## src/rtl/shift_mix_add_round_if.sv

```systemverilog
// Handshake and data bundle for the AES round back-end stage.
// The master side (upstream producer plus downstream consumer) drives the
// input block and out_ready; the slave side is the round stage itself.
interface shift_mix_add_round_if;
    logic         in_valid;
    logic         in_ready;
    logic [0:127] in_data;
    logic [0:127] in_key;
    logic         in_last;
    logic         out_valid;
    logic         out_ready;
    logic [0:127] out_data;
    logic         out_last;

    modport master (
        output in_valid, in_data, in_key, in_last, out_ready,
        input  in_ready, out_valid, out_data, out_last
    );

    modport slave (
        input  in_valid, in_data, in_key, in_last, out_ready,
        output in_ready, out_valid, out_data, out_last
    );
endinterface

```

## src/rtl/shift_mix_add_round.sv

```systemverilog
// AES round back-end: ShiftRows, MixColumns (skipped on the final round) and
// AddRoundKey, with a ready/valid output register.
// Optional macro SMA_PIPE2_EN inserts a register stage between the
// ShiftRows/MixColumns logic and AddRoundKey (2-cycle latency, full rate).
module shift_mix_add_round (
    input logic                  clk,
    input logic                  rst_n,
    shift_mix_add_round_if.slave bus_io
);

    function automatic logic [7:0] xtime(input logic [7:0] b);
        return {b[6:0], 1'b0} ^ (b[7] ? 8'h1b : 8'h00);
    endfunction

    function automatic logic [0:31] mix_column(input logic [0:31] col);
        logic [7:0] a0, a1, a2, a3;
        logic [7:0] x0, x1, x2, x3;
        a0 = col[0:7];
        a1 = col[8:15];
        a2 = col[16:23];
        a3 = col[24:31];
        x0 = xtime(a0);
        x1 = xtime(a1);
        x2 = xtime(a2);
        x3 = xtime(a3);
        return {x0 ^ x1 ^ a1 ^ a2 ^ a3,
                a0 ^ x1 ^ x2 ^ a2 ^ a3,
                a0 ^ a1 ^ x2 ^ x3 ^ a3,
                x0 ^ a0 ^ a1 ^ a2 ^ x3};
    endfunction

    logic [0:127] shifted;
    logic [0:127] mixed;
    logic [0:127] round_state;
    logic         accept;

    logic [0:127] data_d, data_q;
    logic         last_q;
    logic         valid_q;

    // ShiftRows then MixColumns; the final round bypasses the column mix.
    always_comb begin
        shifted = '0;
        mixed   = '0;
        for (int c = 0; c < 4; c++) begin
            for (int r = 0; r < 4; r++) begin
                shifted[8*(r+4*c) +: 8] = bus_io.in_data[8*(r+4*((c+r)%4)) +: 8];
            end
        end
        for (int c = 0; c < 4; c++) begin
            mixed[32*c +: 32] = mix_column(shifted[32*c +: 32]);
        end
        round_state = bus_io.in_last ? shifted : mixed;
    end

    assign bus_io.out_valid = valid_q;
    assign bus_io.out_data  = data_q;
    assign bus_io.out_last  = last_q;
    assign accept           = bus_io.in_valid && bus_io.in_ready;

`ifdef SMA_PIPE2_EN
    logic         s1_valid_q;
    logic [0:127] s1_state_q;
    logic [0:127] s1_key_q;
    logic         s1_last_q;
    logic         s2_ready;

    assign s2_ready        = !valid_q || bus_io.out_ready;
    assign bus_io.in_ready = !s1_valid_q || s2_ready;
    assign data_d          = s1_state_q ^ s1_key_q;

    // Stage 1: mixed state plus the key/last accepted with it.
    always_ff @(posedge clk or negedge rst_n) begin
        if (!rst_n) begin
            s1_valid_q <= 1'b0;
            s1_state_q <= '0;
            s1_key_q   <= '0;
            s1_last_q  <= 1'b0;
        end else if (accept) begin
            s1_valid_q <= 1'b1;
            s1_state_q <= round_state;
            s1_key_q   <= bus_io.in_key;
            s1_last_q  <= bus_io.in_last;
        end else if (s2_ready) begin
            s1_valid_q <= 1'b0;
        end
    end

    // Stage 2: AddRoundKey into the output register; data holds when empty.
    always_ff @(posedge clk or negedge rst_n) begin
        if (!rst_n) begin
            valid_q <= 1'b0;
            data_q  <= '0;
            last_q  <= 1'b0;
        end else if (s2_ready) begin
            valid_q <= s1_valid_q;
            if (s1_valid_q) begin
                data_q <= data_d;
                last_q <= s1_last_q;
            end
        end
    end
`else
    assign bus_io.in_ready = !valid_q || bus_io.out_ready;
    assign data_d          = round_state ^ bus_io.in_key;

    // Output register: load on accept, otherwise drain on consumer ready.
    always_ff @(posedge clk or negedge rst_n) begin
        if (!rst_n) begin
            valid_q <= 1'b0;
            data_q  <= '0;
            last_q  <= 1'b0;
        end else if (accept) begin
            valid_q <= 1'b1;
            data_q  <= data_d;
            last_q  <= bus_io.in_last;
        end else if (bus_io.out_ready) begin
            valid_q <= 1'b0;
        end
    end
`endif

endmodule
```

## src/flat_wrapper.sv

```systemverilog
// flat-port wrapper written by rule: the top's interface ports become plain ports
module shift_mix_add_round_flat 
  (clk, rst_n, bus_io_in_valid, bus_io_in_data, bus_io_in_key, bus_io_in_last, bus_io_out_ready, bus_io_in_ready, bus_io_out_valid, bus_io_out_data, bus_io_out_last);
  shift_mix_add_round_if bus_io_i ();
  input logic clk;
  input logic rst_n;
  input wire logic [$bits(bus_io_i.in_valid)-1:0] bus_io_in_valid;
  input wire logic [$bits(bus_io_i.in_data)-1:0] bus_io_in_data;
  input wire logic [$bits(bus_io_i.in_key)-1:0] bus_io_in_key;
  input wire logic [$bits(bus_io_i.in_last)-1:0] bus_io_in_last;
  input wire logic [$bits(bus_io_i.out_ready)-1:0] bus_io_out_ready;
  output wire logic [$bits(bus_io_i.in_ready)-1:0] bus_io_in_ready;
  output wire logic [$bits(bus_io_i.out_valid)-1:0] bus_io_out_valid;
  output wire logic [$bits(bus_io_i.out_data)-1:0] bus_io_out_data;
  output wire logic [$bits(bus_io_i.out_last)-1:0] bus_io_out_last;
  assign bus_io_i.in_valid = bus_io_in_valid;
  assign bus_io_i.in_data = bus_io_in_data;
  assign bus_io_i.in_key = bus_io_in_key;
  assign bus_io_i.in_last = bus_io_in_last;
  assign bus_io_i.out_ready = bus_io_out_ready;
  assign bus_io_in_ready = bus_io_i.in_ready;
  assign bus_io_out_valid = bus_io_i.out_valid;
  assign bus_io_out_data = bus_io_i.out_data;
  assign bus_io_out_last = bus_io_i.out_last;
  shift_mix_add_round u_core (.clk(clk), .rst_n(rst_n), .bus_io(bus_io_i));
endmodule
```

## config.mk

```make
export PLATFORM = sky130hd
export DESIGN_NAME = shift_mix_add_round_flat
export DESIGN_NICKNAME = d
export VERILOG_FILES = /design/src/rtl/shift_mix_add_round_if.sv /design/src/rtl/shift_mix_add_round.sv /design/src/flat_wrapper.sv
export SDC_FILE = /design/constraint.sdc
export NUM_CORES = 1
export LEC_CHECK = 0
export ABC_CLOCK_PERIOD_IN_PS = 2150
export BUFFER_PORTS_ARGS = -buffer_cell sky130_fd_sc_hd__buf_2
export CAP_MARGIN = 20
export CORE_MARGIN = 2
export CORE_UTILIZATION = 50
export CTS_BUF_LIST = sky130_fd_sc_hd__clkbuf_4 sky130_fd_sc_hd__clkbuf_8
export DETAILED_ROUTE_END_ITERATION = 8
export PLACE_DENSITY = 0.89
export SLEW_MARGIN = 20
export SYNTH_ARGS = -nofsm -noshare
export SYNTH_HDL_FRONTEND = slang
export SYNTH_SLANG_ARGS = --single-unit
```

## constraint.sdc

```tcl
create_clock -name clk -period 2.15 [get_ports clk]
set_input_delay 0.43 -clock clk [delete_from_list [all_inputs] [get_ports clk]]
set_output_delay 0.43 -clock clk [all_outputs]
set_load 0.02 [all_outputs]
```

=== After elaboration in Yosys (flattened, before gate mapping) ===
Index checks and enable logic that the tools add are counted.
W data, S select, Z words.

* Bits in registers: 130
* Logic and storage cells: 107

* Muxes and demuxes: 19
* Bitwise gates (word level): 81
* Reductions and logical operators: 4

{| class="wikitable"
|+ Operator list
! cell !! number
|-
| $xor A8 B8 Y8 || 80
|-
| $mux W128 || 1
|-
| $xor A128 B128 Y128 || 1
|-
| $mux W5 || 16
|-
| $mux W1 || 2
|-
| $reduce_bool A2 Y1 || 1
|-
| $logic_and A1 B1 Y1 || 1
|-
| $logic_not A1 Y1 || 1
|-
| $logic_or A1 B1 Y1 || 1
|}

=== Depth between registers and ports, before layout ===
* Depth after elaboration: 8
* Depth in mapped cells: 8
* Gate-level depth less buffers: 5

=== Worst setup path before layout ===
OpenSTA, ideal clock, no wires.

* Path kind: input to register
* From: input port bus_io_in_data[108]
* To: register u_core.data_q (netlist bit u_core.bus_io.out_data[91])
* Library setup time: 0.131 ns
* Arrival time: 1.710 ns
* Required time: 2.019 ns
* Path slack: 0.309 ns
* Stages on the path: 5
* Cell sequence: clkbuf_1 > xnor3_1 > xnor3_1 > and4_4 > or3_1

* Cells in the longest elaborated chain, start to end: 4

{| class="wikitable"
|+ RTL lines
! item !! RTL line !! text
|-
| from (decl) || flat_wrapper.sv:8 || <nowiki>input wire logic [$bits(bus_io_i.in_data)-1:0] bus_io_in_data;</nowiki>
|-
| $xor A8 B8 Y8 (2 in series) || shift_mix_add_round.sv:29 || <nowiki>x0 ^ a0 ^ a1 ^ a2 ^ x3};</nowiki>
|-
| $mux W128 || shift_mix_add_round.sv:53 || <nowiki>round_state = bus_io.in_last ? shifted : mixed;</nowiki>
|-
| $xor A128 B128 Y128 || shift_mix_add_round.sv:105 || <nowiki>assign data_d = round_state ^ bus_io.in_key;</nowiki>
|-
| to (signal assigned) || shift_mix_add_round.sv:115 || <nowiki>data_q <= data_d;</nowiki>
|-
| to (decl) || shift_mix_add_round.sv:37 || <nowiki>logic [0:127] data_d, data_q;</nowiki>
|}

Every way passes these cells.
A chain may end at the register's enable or synchronous reset.

=== Worst setup path in the final report ===
* From: register u_core.valid_q (netlist: u_core.bus_io.out_valid)
* To: output port bus_io_in_ready

* Cells in the longest elaborated chain, start to end: 2

{| class="wikitable"
|+ RTL lines
! item !! RTL line !! text
|-
| from (decl) || shift_mix_add_round.sv:39 || <nowiki>logic valid_q;</nowiki>
|-
| from (signal assigned) || shift_mix_add_round.sv:110 || <nowiki>valid_q <= 1'b0;</nowiki>
|-
| from (signal assigned) || shift_mix_add_round.sv:114 || <nowiki>valid_q <= 1'b1;</nowiki>
|-
| from (signal assigned) || shift_mix_add_round.sv:118 || <nowiki>valid_q <= 1'b0;</nowiki>
|-
| $logic_not A1 Y1 || shift_mix_add_round.sv:104 || <nowiki>assign bus_io.in_ready = !valid_q || bus_io.out_ready;</nowiki>
|-
| $logic_or A1 B1 Y1 || shift_mix_add_round.sv:104 ||
|-
| to (decl) || flat_wrapper.sv:12 || <nowiki>output wire logic [$bits(bus_io_i.in_ready)-1:0] bus_io_in_ready;</nowiki>
|}

Every way passes these cells.

==> impl_metrics.py <==
metrics = {
    "floorplanning": {
        "ios": 392,
        "core_area_um2": 26200,
        "start_util_pct": 51.1,
        "die_area_um2": 28100,
        "std_cell_rows": 59,
        "die_width_um": 168,
        "die_y_um": 168,
    },
    "cells_and_area": {
        "areaGrowthSynthToFinish_pct": 20.3,
        "nFillCells": 2082,
        "fin_area_um2": 16100,
        "drive_gt1_share_pct": 29.3,
        "post-route-util_pct": 61.5,
        "fin_cells": 2038,
        "nets": 1948,
    },
    "synth": {
        "synth_top_area_share_pct": 24.3,
        "ys_ff_latch": 130,
        "syn_area_um2": 13400,
        "synth.distinct_cells": 37,
        "yosys.area_share.simple_pct": 11.8,
        "async_flop_share_pct": 100,
        "yosysWarnings": 0,
        "netlist_instances": 1365,
        "synth_area_leaders": "dfrtp_1 24%, xnor2_1 20%, xnor3_1 15%",
        "yosysTopAreaCell": "dfrtp_1",
        "synth_flop_cell": "dfrtp_1",
        "synthMuxAreaShare_pct": 0,
        "synth_common_cells": "310 x xnor2_1, 130 x dfrtp_1, 102 x nand2_1",
        "synth_top_family_by_area": "XOR/XNOR gates",
        "avgSynthCellArea_um2": 9.82,
        "synth_nets": 1626,
        "synth_xor_xnor_area_share_pct": 45.6,
        "synthAdderAreaFrac_pct": 0,
        "seq_area_frac_synth_pct": 24.3,
        "synth_edf_count": 0,
        "synth_compound_area_share_pct": 14.1,
        "yosysMostFrequentCell": "xnor2_1",
    },
    "route": {
        "drt_first_pass_iters": 5,
        "dr_wl_met2_um": 20700,
        "ant_nets": 0,
        "drc": 0,
        "drt_iter0_markers": 1046,
        "detail_route.wl_per_cell_um": 20.8,
        "avgViaCountPerCell": 5.89,
        "dr_wl_met3_um": 3320,
        "num_vias": 12000,
        "routed.top_layer": "met4",
        "drt-total-wl_um": 42400,
        "m1WireLength_um": 17100,
    },
    "timing": {
        "finalWorstSetupSlack_ns": 0.113,
        "slew_viol_final": 0,
        "hold_violations": 0,
        "setup_viol": 0,
        "finalSetupTns_ns": 0,
        "fin_crit_sh_pct": 94.7,
        "skew_ns": 0.0107,
        "worst-slew-pin-transition_ns": 0.911,
        "fmax_mhz": 491,
        "rsz0062_at_grt": "no",
        "worst_hold_slack_ns": 0.287,
        "relSlewSlack_pct": 38.9,
        "period_needed_ns": 2.04,
    },
    "global_route": {
        "overflow": 0,
        "grt_max_degree": 97,
        "grt_usage_pct": 29.9,
        "grt_pass1_wl_um": 66100,
        "first_global_vias": 12000,
        "antenna_found_initial": 3,
    },
    "placement": {
        "port_buffers": 391,
        "dp_hpwl_um": 31900,
        "dp_cells": 2002,
        "dpl_cell_area_um2": 15700,
        "gp_congestion": 0.897,
        "dpl_worst_slack_ns": 0.110,
    },
    "critical_path": {
        "critPathKind": "reg2out",
        "cp_max_fo": 27,
        "cp-startpoint": "u_core.bus_io.out_valid$_DFFE_PN0P_",
        "worstSetupStartpointType": "flop",
        "critPathCaptureType": "output port",
        "critical_path_arrival_ns": 1.61,
        "required_ns": 1.72,
        "r2r_start": "u_core.bus_io.out_valid$_DFFE_PN0P_",
    },
    "power_and_ir_drop": {
        "power_density_nw_per_um2": 693,
        "ir_worst_vdd_mv": 0.332,
        "power_mw": 11.2,
        "power_leakage_nw": 7.58,
    },
    "status": {
        "status": "finished, final reports clean",
    },
    "clock_tree": {
        "cts_root_buffer": "clkbuf_8",
        "clockBufferDepth": 2,
        "htreeDepth": 4,
        "clkSinkCount": 130,
        "clkLatencyLatePin_ns": 0.45,
        "cts_buffers": 17,
        "cts_tree": "built",
        "clk_pin_slew_ns": 0.10,
    },
    "min_path": {
        "min_from": "bus_io_in_key[123]",
        "min_path_type": "in2reg",
    },
    "job": {
        "drv_cap": 0,
    },
}
power breakdown:
group | total, mW | leakage (nW) | internal, mW | switching [mW]
logic | 5.66 | 5.80 | 2.62 | 3.04
clock network | 2.17 | 0.177 | 0.990 | 1.18
registers | 3.34 | 1.60 | 3.00 | 0.347
area by class of cell:
cell class / count / area (um2) / area share (%)
flip-flops and latches: 130 / 3250 / 20.2
well taps: 335 / 419 / 2.60
clock buffers: 20 / 269 / 1.67
clock inverters: 12 / 108 / 0.667
diodes: 3 / 7.51 / 0.0466
multi-input cells: 1096 / 9620 / 59.6
repair buffers: 437 / 2430 / 15.1
inverters: 5 / 18.8 / 0.116
worst max-delay path, stage by stage (launching register included):
cell and delay, ns:
dfrtp_1 0.40, nor2b_4 0.16, inv_2 0.08, buf_6 0.27
buf_2 0.24
what timing repair did:
action                                  in CTS  in global routing
endpoints found under the setup margin       1                  0
buffers inserted                             0                  0
endpoints found under the hold margin       28                  0
gates resized for setup                      2                  0
hold buffers                                 1                  0
cells by family (layout without fill, tap and decap cells):
logic type | Yosys count | count (layout)
xor+xnor | 522 | 522
compound gates | 255 | 255
simple gates | 319 | 319
buf+inv | 139 | 474
flops | 130 | 130
other cells | 0 | 3
registers in the layout (all words and copies together) (netlist names):
name	count
u_core.bus_io.out_data	128
u_core.bus_io.out_valid	1
u_core.bus_io.out_last	1
metal layers:
metal  track usage [%]  up-vias
met2              50.3      686
met5                 0        -
met3              5.74      101
met4              12.3        0
met1              37.9     5843
li1                  -     5371
cells in the final DEF (no fill, tap or decap), drive strengths merged, types with 32 or more instances in the layout:
master | Yosys | routed
buf | 37 | 436
nand2 | 102 | 102
dfrtp | 130 | 130
xnor3 | 89 | 89
o21ai | 59 | 59
o211ai | 66 | 66
xnor2 | 331 | 331
a22oi | 32 | 32
nand3 | 84 | 84
xor2 | 93 | 93
worst paths after layout:
| check | to | slack, ns | cells past startpoint |
|---|---|---|---|
| min in group asynchronous | u_core.bus_io.out_data[97]$_DFFE_PN0P_ | 0.45 | 2 |
| max | bus_io_in_ready | 0.11 | 4 |
| max reg2reg | u_core.bus_io.out_data[123]$_DFFE_PN0P_ | 0.20 | 6 |
| min reg2reg | u_core.bus_io.out_data[76]$_DFFE_PN0P_ | 0.48 | 2 |
| max in group asynchronous | u_core.bus_io.out_data[32]$_DFFE_PN0P_ | 1.07 | 3 |
| min | u_core.bus_io.out_data[4]$_DFFE_PN0P_ | 0.29 | 3 |
(Power assumes the default switching activity.)
